### src/rtl/div_arbiter_if.sv
// Requester-side bundle for div_arbiter.
// It carries the operand handshake, the per-requester flush and the result return.
// The arbiter uses the slave modport; requesters (or a testbench) use master.
interface div_arbiter_if #(
    parameter int DW   = 32,
    parameter int NREQ = 2
);
    logic [NREQ-1:0]    req_valid_i;
    logic [NREQ*DW-1:0] req_op1_i;
    logic [NREQ*DW-1:0] req_op2_i;
    logic [NREQ-1:0]    req_signed_i;
    logic [NREQ-1:0]    req_ready_o;
    logic [NREQ-1:0]    cancel_i;
    logic [NREQ-1:0]    resp_valid_o;
    logic [2*DW-1:0]    resp_result_o;

    modport master (
        output req_valid_i, req_op1_i, req_op2_i, req_signed_i, cancel_i,
        input  req_ready_o, resp_valid_o, resp_result_o
    );

    modport slave (
        input  req_valid_i, req_op1_i, req_op2_i, req_signed_i, cancel_i,
        output req_ready_o, resp_valid_o, resp_result_o
    );
endinterface

### src/rtl/div_arbiter.sv
// div_arbiter: shares one iterative divider between NREQ requesters.
// Requester 0 is the EX stage.
// Grants are round-robin, starting after the last owner. The owner can flush an
// in-flight divide, which issues a one-cycle annul to the divider.
// The result {remainder, quotient} goes back only to the owner.
// Optional feature macro: DIV_ZERO_BYPASS_EN. When it is defined, a zero divisor
// skips the divider and returns 0 one cycle after acceptance.
module div_arbiter #(
    parameter int DW   = 32,
    parameter int NREQ = 2
) (
    input  logic            clk,
    input  logic            rst,
    div_arbiter_if.slave    req,
    output logic            busy_o,
    output logic [DW-1:0]   div_opdata1_o,
    output logic [DW-1:0]   div_opdata2_o,
    output logic            div_start_o,
    output logic            signed_div_o,
    output logic            div_annul_o,
    input  logic [2*DW-1:0] div_result_i,
    input  logic            div_ready_i
);

    localparam int OW = (NREQ > 1) ? $clog2(NREQ) : 1;
    localparam logic [NREQ-1:0] ONE = NREQ'(1);

    typedef enum logic [1:0] {
        S_IDLE    = 2'd0,
        S_BUSY    = 2'd1,
        S_RESP    = 2'd2,
        S_RELEASE = 2'd3
    } state_e;

    state_e          state_q, state_d;
    logic [OW-1:0]   owner_q, owner_d;
    logic [OW-1:0]   last_owner_q, last_owner_d;
    logic [DW-1:0]   op1_q, op1_d;
    logic [DW-1:0]   op2_q, op2_d;
    logic            signed_q, signed_d;
    logic [2*DW-1:0] result_q, result_d;

    logic [NREQ-1:0] eligible;
    logic            grant_valid;
    logic [OW-1:0]   grant_idx;
    logic [OW-1:0]   cand;
    logic [DW-1:0]   sel_op1;
    logic [DW-1:0]   sel_op2;
    logic            sel_signed;
    logic            owner_cancel;

    // Round-robin pick: first eligible requester strictly after last_owner, with wrap-around.
    always_comb begin
        eligible    = req.req_valid_i & ~req.cancel_i;
        grant_valid = 1'b0;
        grant_idx   = last_owner_q;
        cand        = '0;
        for (int i = 1; i <= NREQ; i++) begin
            cand = OW'((int'(last_owner_q) + i) % NREQ);
            if (!grant_valid && eligible[cand]) begin
                grant_valid = 1'b1;
                grant_idx   = cand;
            end
        end
        sel_op1    = '0;
        sel_op2    = '0;
        sel_signed = 1'b0;
        for (int k = 0; k < NREQ; k++) begin
            if (grant_idx == OW'(k)) begin
                sel_op1    = req.req_op1_i[k*DW +: DW];
                sel_op2    = req.req_op2_i[k*DW +: DW];
                sel_signed = req.req_signed_i[k];
            end
        end
        owner_cancel = req.cancel_i[owner_q];
    end

    // Next state: grant in IDLE, wait on the divider or a flush in BUSY, then RESP and RELEASE.
    always_comb begin
        state_d      = state_q;
        owner_d      = owner_q;
        last_owner_d = last_owner_q;
        op1_d        = op1_q;
        op2_d        = op2_q;
        signed_d     = signed_q;
        result_d     = result_q;
        case (state_q)
            S_IDLE: begin
                if (grant_valid) begin
                    owner_d      = grant_idx;
                    last_owner_d = grant_idx;
                    op1_d        = sel_op1;
                    op2_d        = sel_op2;
                    signed_d     = sel_signed;
`ifdef DIV_ZERO_BYPASS_EN
                    if (sel_op2 == '0) begin
                        result_d = '0;
                        state_d  = S_RESP;
                    end else begin
                        state_d  = S_BUSY;
                    end
`else
                    state_d      = S_BUSY;
`endif
                end
            end
            S_BUSY: begin
                if (owner_cancel) begin
                    state_d = S_RELEASE;
                end else if (div_ready_i) begin
                    result_d = div_result_i;
                    state_d  = S_RESP;
                end
            end
            S_RESP:    state_d = S_RELEASE;
            S_RELEASE: state_d = S_IDLE;
            default:   state_d = S_IDLE;
        endcase
    end

    // State and latched transaction registers. Reset points last_owner at NREQ-1, so requester 0 wins first.
    always_ff @(posedge clk or negedge rst) begin
        if (!rst) begin
            state_q      <= S_IDLE;
            owner_q      <= '0;
            last_owner_q <= OW'(NREQ - 1);
            op1_q        <= '0;
            op2_q        <= '0;
            signed_q     <= 1'b0;
            result_q     <= '0;
        end else begin
            state_q      <= state_d;
            owner_q      <= owner_d;
            last_owner_q <= last_owner_d;
            op1_q        <= op1_d;
            op2_q        <= op2_d;
            signed_q     <= signed_d;
            result_q     <= result_d;
        end
    end

    // Outputs are decoded from the registered state, so reset clears them immediately.
    // ready is additionally gated by rst.
    always_comb begin
        busy_o            = (state_q != S_IDLE);
        req.req_ready_o   = '0;
        req.resp_valid_o  = '0;
        req.resp_result_o = '0;
        div_opdata1_o     = '0;
        div_opdata2_o     = '0;
        signed_div_o      = 1'b0;
        div_start_o       = 1'b0;
        div_annul_o       = 1'b0;
        case (state_q)
            S_IDLE: begin
                if (grant_valid && rst) begin
                    req.req_ready_o = ONE << grant_idx;
                end
            end
            S_BUSY: begin
                div_opdata1_o = op1_q;
                div_opdata2_o = op2_q;
                signed_div_o  = signed_q;
                if (owner_cancel) begin
                    div_annul_o = 1'b1;
                end else begin
                    div_start_o = 1'b1;
                end
            end
            S_RESP: begin
                req.resp_valid_o  = ONE << owner_q;
                req.resp_result_o = result_q;
            end
            default: begin
            end
        endcase
    end

endmodule

### src/flat_wrapper.sv
// flat-port wrapper written by rule: the top's interface ports become plain ports
module div_arbiter_flat 
#(
    parameter int DW   = 32,
    parameter int NREQ = 2
)
  (clk, rst, busy_o, div_opdata1_o, div_opdata2_o, div_start_o, signed_div_o, div_annul_o, div_result_i, div_ready_i, req_req_valid_i, req_req_op1_i, req_req_op2_i, req_req_signed_i, req_cancel_i, req_req_ready_o, req_resp_valid_o, req_resp_result_o);
  div_arbiter_if #(.DW(DW), .NREQ(NREQ)) req_i ();
  input  logic clk;
  input  logic rst;
  output logic busy_o;
  output logic [DW-1:0] div_opdata1_o;
  output logic [DW-1:0] div_opdata2_o;
  output logic div_start_o;
  output logic signed_div_o;
  output logic div_annul_o;
  input  logic [2*DW-1:0] div_result_i;
  input  logic div_ready_i;
  input wire logic [$bits(req_i.req_valid_i)-1:0] req_req_valid_i;
  input wire logic [$bits(req_i.req_op1_i)-1:0] req_req_op1_i;
  input wire logic [$bits(req_i.req_op2_i)-1:0] req_req_op2_i;
  input wire logic [$bits(req_i.req_signed_i)-1:0] req_req_signed_i;
  input wire logic [$bits(req_i.cancel_i)-1:0] req_cancel_i;
  output wire logic [$bits(req_i.req_ready_o)-1:0] req_req_ready_o;
  output wire logic [$bits(req_i.resp_valid_o)-1:0] req_resp_valid_o;
  output wire logic [$bits(req_i.resp_result_o)-1:0] req_resp_result_o;
  assign req_i.req_valid_i = req_req_valid_i;
  assign req_i.req_op1_i = req_req_op1_i;
  assign req_i.req_op2_i = req_req_op2_i;
  assign req_i.req_signed_i = req_req_signed_i;
  assign req_i.cancel_i = req_cancel_i;
  assign req_req_ready_o = req_i.req_ready_o;
  assign req_resp_valid_o = req_i.resp_valid_o;
  assign req_resp_result_o = req_i.resp_result_o;
  div_arbiter #(.DW(DW), .NREQ(NREQ)) u_core (.clk(clk), .rst(rst), .req(req_i), .busy_o(busy_o), .div_opdata1_o(div_opdata1_o), .div_opdata2_o(div_opdata2_o), .div_start_o(div_start_o), .signed_div_o(signed_div_o), .div_annul_o(div_annul_o), .div_result_i(div_result_i), .div_ready_i(div_ready_i));
endmodule
### config.mk
export PLATFORM = sky130hd
export DESIGN_NAME = div_arbiter_flat
export DESIGN_NICKNAME = d
export VERILOG_FILES = /design/src/rtl/div_arbiter_if.sv /design/src/rtl/div_arbiter.sv /design/src/flat_wrapper.sv
export SDC_FILE = /design/constraint.sdc
export NUM_CORES = 1
export LEC_CHECK = 0
export ABC_AREA = 1
export ABC_CLOCK_PERIOD_IN_PS = 2900
export BUFFER_PORTS_ARGS = -buffer_cell sky130_fd_sc_hd__buf_2
export CAP_MARGIN = 10
export CORE_MARGIN = 2
export CORE_UTILIZATION = 36
export CTS_BUF_LIST = sky130_fd_sc_hd__clkbuf_2 sky130_fd_sc_hd__clkbuf_4 sky130_fd_sc_hd__clkbuf_8
export CTS_CLUSTER_SIZE = 25
export DETAILED_ROUTE_END_ITERATION = 8
export HOLD_SLACK_MARGIN = 0.06
export SLEW_MARGIN = 0
export SYNTH_ARGS = -nofsm -noshare
export SYNTH_HDL_FRONTEND = slang
export SYNTH_SLANG_ARGS = --single-unit
### constraint.sdc
create_clock -name clk -period 2.9 [get_ports clk]
set_clock_uncertainty 0.05 [all_clocks]
set_input_delay 0.58 -clock clk [delete_from_list [all_inputs] [get_ports clk]]
set_output_delay 0.58 -clock clk [all_outputs]
set_load 0.005 [all_outputs]
==> results of run 1 <==
## path summary, 6_finish.rpt
kind	slack, ns	endpoint	cells past startpoint	startpoint
worst min register to register	0.42	u_core.result_q[62]	2	u_core.result_q[62]
max in group asynchronous	1.79	u_core.op2_q[16]	2	rst
min in group clk	0.32	u_core.result_q[10]	3	div_result_i[10]
worst min-delay path	0.27	u_core.result_q[29]	2	rst
worst max-delay path	0.35	div_opdata2_o[1]	6	u_core.state_q[1]
worst max register to register	0.77	u_core.result_q[43]	7	u_core.state_q[1]
## layer usage
layer  global-route usage [%]  up-vias  part of all wire (%)
met4                     7.86        2                   1.9
li1                         -     3962                     -
met1                     27.4     3600                    43
met2                     34.7      317                    47
met5                        0        -                 0.055
met3                     5.20       30                   7.9
## power by group through the flow
stage | registers [mW] | logic, mW | clock network, mW
2_1_floorplan | 3.09 | 2.50 | 0
4_1_cts | 3.20 | 3.82 | 1.93
3_3_place_gp | 3.19 | 3.78 | 0
5_1_grt | 3.32 | 4.31 | 2.00
6_report | 3.21 | 3.74 | 1.87
3_5_place_dp | 3.21 | 3.82 | 0
## stage by stage
stage | setup slack (ns) | instance area [µm²]
2_1_floorplan | 1.02 | 7570
3_3_place_gp | 0.740 | 9410
3_5_place_dp | 0.700 | 9410
4_1_cts | 0.289 | 9890
5_1_grt | 0.177 | 9890
6_report | 0.350 | 9890
## logic make-up after synthesis
| group | Yosys count | share of synthesized area, % |
|---|---|---|
| flops | 133 | 44.0 |
| fa+ha+maj | 3 | 0.496 |
| simple gates | 675 | 37.0 |
| compound gates | 3 | 0.198 |
| buf+inv | 342 | 18.4 |
## layout make-up
class	instances	area (µm²)	share of cell area, %
clock inverters	11	198	2.00
well taps	275	344	3.48
clock buffers	20	275	2.78
flip-flops and latches	133	3330	33.6
diodes	3	7.51	0.0759
inverters	273	1020	10.4
multi-input cells	681	2870	29.0
repair buffers	352	1850	18.7
## cells in the mapped netlist
| cell | n |
|---|---|
| buf_1 | 9 |
| buf_2 | 34 |
| buf_4 | 5 |
| buf_6 | 6 |
| clkbuf_1 | 15 |
| dfrtp_1 | 132 |
| dfstp_2 | 1 |
| ha_1 | 3 |
| inv_1 | 269 |
| inv_2 | 4 |
| nand2_1 | 466 |
| nand2_2 | 4 |
| nand3_1 | 200 |
| nor2_1 | 3 |
| nor2_4 | 1 |
| nor3_1 | 1 |
| o21ai_0 | 3 |
## state kept, by name, summed over array words and instances, names as in the netlist
name                 count
u_core.state_q           2
u_core.op1_q            32
u_core.owner_q           1
u_core.result_q         64
u_core.signed_q          1
u_core.last_owner_q      1
u_core.op2_q            32
==> impl_metrics.py, run 1 <==
metrics = {
    "grt": {
        "gr-total-overflow": 0,
        "antenna_found_initial": 4,
        "grt_pass1_vias": 7537,
        "grt_max_degree": 75,
        "grt_pass1_wl_um": 37500,
        "track_usage_pct": 21.2,
    },
    "power": {
        "p_int_mw": 5.23,
        "power_frac_clock_pct": 21.2,
        "p_total_mw": 8.83,
        "combinationalPowerShare_pct": 42.4,
        "sw_frac_of_total_pct": 40.8,
        "ir_worst_vdd_mv": 0.544,
        "power_density_mw_per_mm2": 892,
        "p_switching_mw": 3.60,
        "leakage_nw": 7.04,
        "pwr-share-seq_pct": 36.3,
    },
    "cts": {
        "htree_levels": 4,
        "clockBufferDepth": 2,
        "cts_buffers": 17,
        "clkLatencyLatePin_ns": 0.44,
        "cts.sinks": 133,
        "hold_buffers": 0,
        "path_clk_slew_ns": 0.08,
        "cts_resized": 0,
        "root_buffer": "clkbuf_8",
        "cts_setup_buffers": 0,
        "cts_tree": "yes",
    },
    "worst_setup_path": {
        "required_ns": 2.27,
        "endpoint_kind": "output pin",
        "slowest_delay_ns": 0.45,
        "cpMaxStageDelayCell": "ha_2",
        "path_common_cell": "inv_1",
        "path_buf_inv": 4,
        "critPathArrivalTime_ns": 1.92,
        "path_max_fanout": 32,
        "cp-start-kind": "flop",
        "worst_path_dominant_cell_family": "buffers and inverters",
        "path_class": "flop to output pin",
        "path_cells": "inv_1 -> ha_2 -> buf_12 -> nand2_1 -> inv_1 -> buf_2",
    },
    "logic_synthesis": {
        "yosysTopAreaCell": "dfrtp_1",
        "synth.top_cell.area_share_pct": 43.6,
        "syn-num-nets": 1360,
        "synth_cell_types": 17,
        "ys_seq_elements": 133,
        "syn_area_mm2": 0.00757,
        "yosysWarnings": 0,
        "synth.area.top_cells": "dfrtp_1 44%, nand2_1 23%, inv_1 13%, nand3_1 13%, buf_2 2.2%",
        "syn_inst": 1156,
        "syn_area_per_cell_um2": 6.55,
        "ys_seq_area_share_pct": 44.0,
    },
    "placed_design": {
        "gp_congestion": 0.788,
        "dp_hpwl_um": 16000,
        "numPortBuffers": 336,
        "place_inst": 1714,
    },
    "sta": {
        "hold_viol": 0,
        "slew_viol_final": 0,
        "worst_slew_pin_slew_ns": 1.01,
        "max_freq_mhz": 392,
        "rsz0062_at_grt": "no",
        "hold_slack_ns": 0.274,
        "relSlewSlack_pct": 32.9,
        "period_share_pct": 87.9,
        "min_period_ns": 2.55,
        "setup_viol": 0,
        "tns_ns": 0,
    },
    "detailed_routing": {
        "drt-total-wl_um": 23500,
        "post_drt_wl_per_cell_um": 13.4,
        "num_vias": 7911,
        "ant_nets": 0,
        "via_per_inst": 4.53,
        "drcViolationCount": 0,
        "drt_iter0_markers": 433,
        "first_pass_iters": 4,
    },
    "floorplanning": {
        "die_w_um": 149,
        "die-area_mm2": 0.0222,
        "initial_core_util_pct": 36.4,
        "core-area_mm2": 0.0208,
        "dieHeight_um": 149,
        "io_pins": 337,
        "rows": 53,
    },
    "cells_and_area": {
        "utilization_pct": 47.5,
        "layout.nets": 1662,
        "fin_cells": 1748,
        "fill_cells": 2182,
        "area_growth_pct": 30.6,
        "layout_common_cells": "464 x nand2_1, 335 x buf_2, 269 x inv_1",
        "final_common_cell": "nand2_1",
        "layout-drive-gt1-share_pct": 27.1,
    },
    "flow_run": {
        "drv_cap": 0,
    },
    "run_status": {
        "status": "completed",
    },
    "hold_path": {
        "hp-class": "input port to async pin",
    },
}
(Power assumes the default switching activity.)
==> inputs of run 2 (changes only) <==
==> constraint.sdc (replaced) <==
create_clock -name clk -period 2.9 [get_ports clk]
set_clock_uncertainty 0.05 [all_clocks]
set_input_delay 0.58 -clock clk [delete_from_list [all_inputs] [get_ports clk]]
set_output_delay 0.58 -clock clk [all_outputs]
set_load 0.05 [all_outputs]
==> impl_metrics.py, run 2 (same netlist as run 1, synthesis figures left out) <==
metrics = {
    "worst_setup_path": {
        "path_cells": "inv_1 -> ha_1 -> nand2_2 -> inv_2 -> nand2_1 -> nor2_1 -> buf_2",
        "path_max_fanout": 18,
        "cp-start-kind": "flop",
        "endpoint_kind": "output pin",
        "slowest_delay_ns": 0.40,
        "required_ns": 2.27,
        "worst_path_dominant_cell_family": "buffers and inverters",
        "path_class": "flop to output pin",
        "critPathArrivalTime_ns": 2.02,
        "path_buf_inv": 3,
        "cpMaxStageDelayCell": "dfrtp_1",
    },
    "cts": {
        "hold_buffers": 0,
        "path_clk_slew_ns": 0.09,
        "clockBufferDepth": 2,
        "htree_levels": 4,
        "cts_buffers": 17,
        "cts.sinks": 133,
        "root_buffer": "clkbuf_8",
        "cts_setup_buffers": 0,
        "clkLatencyLatePin_ns": 0.44,
        "cts_resized": 0,
        "cts_tree": "yes",
    },
    "power": {
        "p_switching_mw": 5.46,
        "ir_worst_vdd_mv": 0.539,
        "pwr-share-seq_pct": 30.2,
        "p_int_mw": 5.19,
        "sw_frac_of_total_pct": 51.3,
        "leakage_nw": 7.02,
        "power_density_mw_per_mm2": 1080,
        "power_frac_clock_pct": 17.4,
        "combinationalPowerShare_pct": 52.5,
    },
    "sta": {
        "hold_slack_ns": 0.318,
        "hold_viol": 0,
        "min_period_ns": 2.65,
        "max_freq_mhz": 377,
        "setup_viol": 0,
        "worst_slew_pin_slew_ns": 0.901,
        "relSlewSlack_pct": 39.9,
        "tns_ns": 0,
        "rsz0062_at_grt": "no",
        "period_share_pct": 91.5,
        "slew_viol_final": 0,
    },
    "floorplanning": {
        "core-area_mm2": 0.0208,
        "dieHeight_um": 149,
        "io_pins": 337,
        "rows": 53,
        "die-area_mm2": 0.0222,
        "initial_core_util_pct": 36.4,
        "die_w_um": 149,
    },
    "run_status": {
        "status": "completed",
    },
    "grt": {
        "grt_pass1_vias": 7337,
        "gr-total-overflow": 0,
        "grt_pass1_wl_um": 36800,
        "grt_max_degree": 69,
        "antenna_found_initial": 2,
        "track_usage_pct": 20.8,
    },
    "placed_design": {
        "gp_congestion": 0.806,
        "numPortBuffers": 336,
        "placed_area_mm2": 0.00938,
        "dp_hpwl_um": 15500,
    },
    "detailed_routing": {
        "ant_nets": 0,
        "via_per_inst": 4.47,
        "drt_iter0_markers": 413,
        "post_drt_wl_per_cell_um": 13.3,
        "first_pass_iters": 4,
        "drt-total-wl_um": 23200,
        "num_vias": 7784,
        "drcViolationCount": 0,
    },
    "cells_and_area": {
        "layout.nets": 1658,
        "final_cell_area_mm2": 0.00986,
        "final_common_cell": "nand2_1",
        "layout_common_cells": "464 x nand2_1, 335 x buf_2, 269 x inv_1",
        "largest_register_ffs": 64,
        "layout-drive-gt1-share_pct": 26.9,
        "max_flop_register": "u_core.result_q",
        "top_regs": "u_core.result_q (64), u_core.op1_q (32), u_core.op2_q (32)",
        "area_growth_pct": 30.1,
    },
    "flow_run": {
        "drv_cap": 0,
    },
    "hold_path": {
        "hp-class": "input port to flop",
    },
}
==> run 2: cell types whose count changed in the layout (fill, tap and decap cells not counted), sizes merged <==
| cell | change |
|---|---|
| buf | -4 |
| clkinvlp | +1 |
| inv | -1 |
| diode | -2 |
| clkinv | +1 |
==> run 2: worst paths after layout <==
check	slack [ns]	from	cells past startpoint	endpoint
setup / recovery	0.25	u_core.state_q[1]	7	req_req_ready_o[1]
hold / removal	0.32	div_result_i[11]	3	u_core.result_q[11]
setup reg to reg	0.78	u_core.state_q[1]	7	u_core.signed_q
hold reg to reg	0.42	u_core.result_q[15]	2	u_core.result_q[15]
max in group asynchronous	1.88	rst	2	u_core.op2_q[14]
min in group asynchronous	0.33	rst	2	u_core.result_q[62]
==> run 2: metrics by stage <==
step	total power [mW]	instances	utilization [%]	setup WS [ns]
3_5_place_dp	8.87	1710	45.1	0.549
5_1_grt	11.4	1742	47.3	0.0863
4_1_cts	10.7	1742	47.3	0.219
6_report	10.6	1743	47.3	0.246
2_1_floorplan	7.49	1156	-	0.203
3_3_place_gp	8.81	1710	45.1	0.562
==> run 2: cell type report <==
class | count | area [µm²]
sequential | 133 | 3330
fill | 2225 | 11000
clock buffer | 20 | 269
clock inverter | 12 | 201
antenna | 1 | 2.50
inverter | 273 | 1020
multi-input combinational | 681 | 2870
timing repair buffer | 348 | 1820
tap | 275 | 344
==> run 2: worst register-to-register path: stages (launching register included) <==
cell and delay [ns]:
dfrtp_1 0.40, inv_1 0.11, ha_1 0.22, nand2_2 0.25, inv_2 0.12, buf_4 0.60
nand3_1 0.22, nand2_1 0.09
==> run 2: power groups by stage <==
| stage | Sequential, mW | Clock [mW] | Combinational [mW] |
|---|---|---|---|
| after detailed placement | 3.21 | 0 | 5.66 |
| after floorplan | 3.09 | 0 | 4.40 |
| after CTS | 3.20 | 1.89 | 5.65 |
| final | 3.21 | 1.85 | 5.59 |
| after global placement | 3.20 | 0 | 5.61 |
| after global routing | 3.32 | 1.97 | 6.15 |
==> run 2: routing by layer <==
layer,track usage [%],vias up,wire [µm]
met5,0,-,27
met4,6.57,4,427
met3,5.17,30,1920
met2,34.0,306,10800
met1,27.0,3498,10100
li1,-,3946,-
==> inputs of run 3 (changes only) <==
Settings changed: CORE_ASPECT_RATIO set to 0.8.
==> impl_metrics.py, run 3 (same netlist as run 1, synthesis figures left out) <==
metrics = {
    "cts": {
        "htree_levels": 4,
        "root_buffer": "clkbuf_8",
        "cts_tree": "yes",
        "cts_setup_buffers": 0,
        "clockBufferDepth": 2,
        "hold_buffers": 0,
        "path_clk_slew_ns": 0.08,
        "cts_resized": 0,
        "clkLatencyLatePin_ns": 0.42,
        "cts.sinks": 133,
        "cts_buffers": 17,
    },
    "cells_and_area": {
        "utilization_pct": 47.3,
        "top_regs": "u_core.result_q (64), u_core.op1_q (32), u_core.op2_q (32)",
        "seqCellArea_mm2": 0.00333,
        "multi_input_area_mm2": 0.00288,
        "layout-drive-gt1-share_pct": 26.9,
        "fill_cells": 2250,
        "final_common_cell": "nand2_1",
        "layout.nets": 1659,
        "layout_common_cells": "464 x nand2_1, 335 x buf_2, 269 x inv_1",
        "largest_register_ffs": 64,
        "area_growth_pct": 29.0,
        "max_flop_register": "u_core.result_q",
    },
    "floorplanning": {
        "core-area_mm2": 0.0206,
        "dieHeight_um": 134,
        "rows": 47,
        "io_pins": 337,
        "die-area_mm2": 0.0222,
        "die_w_um": 166,
        "initial_core_util_pct": 36.7,
    },
    "grt": {
        "antenna_found_initial": 1,
        "grt_pass1_vias": 7631,
        "grt_pass1_wl_um": 37700,
        "gr-total-overflow": 0,
        "track_usage_pct": 21.0,
        "grt_max_degree": 134,
    },
    "detailed_routing": {
        "drt_iter0_markers": 572,
        "via_per_inst": 4.54,
        "first_pass_iters": 5,
        "ant_nets": 0,
        "post_drt_wl_per_cell_um": 13.4,
        "drt-total-wl_um": 23300,
        "drcViolationCount": 0,
        "num_vias": 7880,
    },
    "sta": {
        "relSlewSlack_pct": 50.5,
        "hold_viol": 0,
        "max_freq_mhz": 371,
        "tns_ns": 0,
        "worst_slew_pin_slew_ns": 0.742,
        "hold_slack_ns": 0.213,
        "setup_viol": 0,
        "min_period_ns": 2.70,
        "slew_viol_final": 0,
        "period_share_pct": 93.0,
        "rsz0062_at_grt": "no",
    },
    "placed_design": {
        "numPortBuffers": 336,
        "gp_congestion": 0.807,
        "dp_hpwl_um": 16000,
    },
    "worst_setup_path": {
        "path_cells": "inv_1 -> ha_2 -> buf_4 -> nand2_1 -> inv_1 -> buf_2",
        "rrSetupSlack_ns": 0.93,
        "r2r_end": "u_core.op2_q[7]",
        "path_common_cell": "inv_1",
        "r2r_cells": 7,
        "path_max_fanout": 19,
        "worst_path_dominant_cell_family": "buffers and inverters",
        "cpMaxStageDelayCell": "ha_2",
        "path_class": "flop to output pin",
        "slowest_delay_ns": 0.44,
        "rr_startpoint": "u_core.state_q[1]",
        "cp-start-kind": "flop",
        "critPathArrivalTime_ns": 2.07,
        "path_buf_inv": 4,
        "endpoint_kind": "output pin",
        "required_ns": 2.27,
    },
    "power": {
        "sw_frac_of_total_pct": 52.9,
        "p_int_mw": 4.87,
        "pwr-share-seq_pct": 31.4,
        "p_total_mw": 10.3,
        "combinationalPowerShare_pct": 54.3,
        "leakage_nw": 6.98,
        "ir_worst_vdd_mv": 0.491,
        "power_frac_clock_pct": 14.3,
        "power_density_mw_per_mm2": 1060,
        "p_switching_mw": 5.46,
    },
    "hold_path": {
        "hp-class": "input port to async pin",
    },
    "flow_run": {
        "drv_cap": 0,
    },
    "run_status": {
        "status": "completed",
    },
}
==> run 3: area by class of cell <==
cell class / instances / area share (%)
Antenna cell: 1 / 0.0256
Tap cell: 269 / 3.45
Timing Repair Buffer: 349 / 18.7
Inverter: 273 / 10.5
Clock buffer: 20 / 2.75
Sequential cell: 133 / 34.1
Clock inverter: 11 / 1.05
Multi-Input combinational cell: 681 / 29.5
==> run 3: per-stage QoR <==
stage          area (µm²)  worst slack (ns)  std cells
2_1_floorplan        7570             0.203       1156
3_3_place_gp         9380             0.635       1705
3_5_place_dp         9380             0.604       1705
4_1_cts              9760             0.110       1736
5_1_grt              9770           0.00523       1737
6_report             9770             0.202       1737
==> run 3: power by group through the flow <==
stage	registers (mW)	logic (mW)	clock network [mW]
2_1_floorplan	3.09	4.40	0
6_report	3.24	5.61	1.48
5_1_grt	3.33	6.18	1.62
3_3_place_gp	3.27	5.60	0
4_1_cts	3.23	5.67	1.54
3_5_place_dp	3.24	5.67	0
==> run 3: per-layer routing <==
layer / routed length, µm / GRT usage (%) / vias to the layer above / share of wire [%]
met2: 11100 / 35.5 / 307 / 48
met4: 363 / 5.56 / 0 / 1.6
met1: 10100 / 26.8 / 3595 / 43
met3: 1740 / 5.61 / 27 / 7.5
met5: 0 / 0 / - / 0
li1: - / - / 3951 / -
==> run 3: how the worst max path moves through the flow <==
| stage | from | end | slack [ns] | depth (start not counted) |
|---|---|---|---|---|
| after floorplan | req_cancel_i[1] | req_req_ready_o[0] | 0.20 | 7 |
| after global placement | u_core.state_q[1] | div_opdata1_o[3] | 0.64 | 6 |
| after detailed placement | u_core.state_q[1] | div_opdata2_o[6] | 0.60 | 6 |
| after CTS | u_core.state_q[1] | div_opdata2_o[6] | 0.11 | 6 |
| after global routing | u_core.state_q[0] | req_resp_result_o[31] | 0.005 | 6 |
| final | u_core.state_q[0] | req_resp_result_o[32] | 0.20 | 6 |
==> run 3: worst register-to-register path, stage by stage, from the launching register on <==
cell	delay (ns)
dfrtp_1	0.41
inv_1	0.14
ha_1	0.25
nand2_2	0.09
inv_2	0.06
buf_4	0.57
nand3_1	0.24
nand2_1	0.11
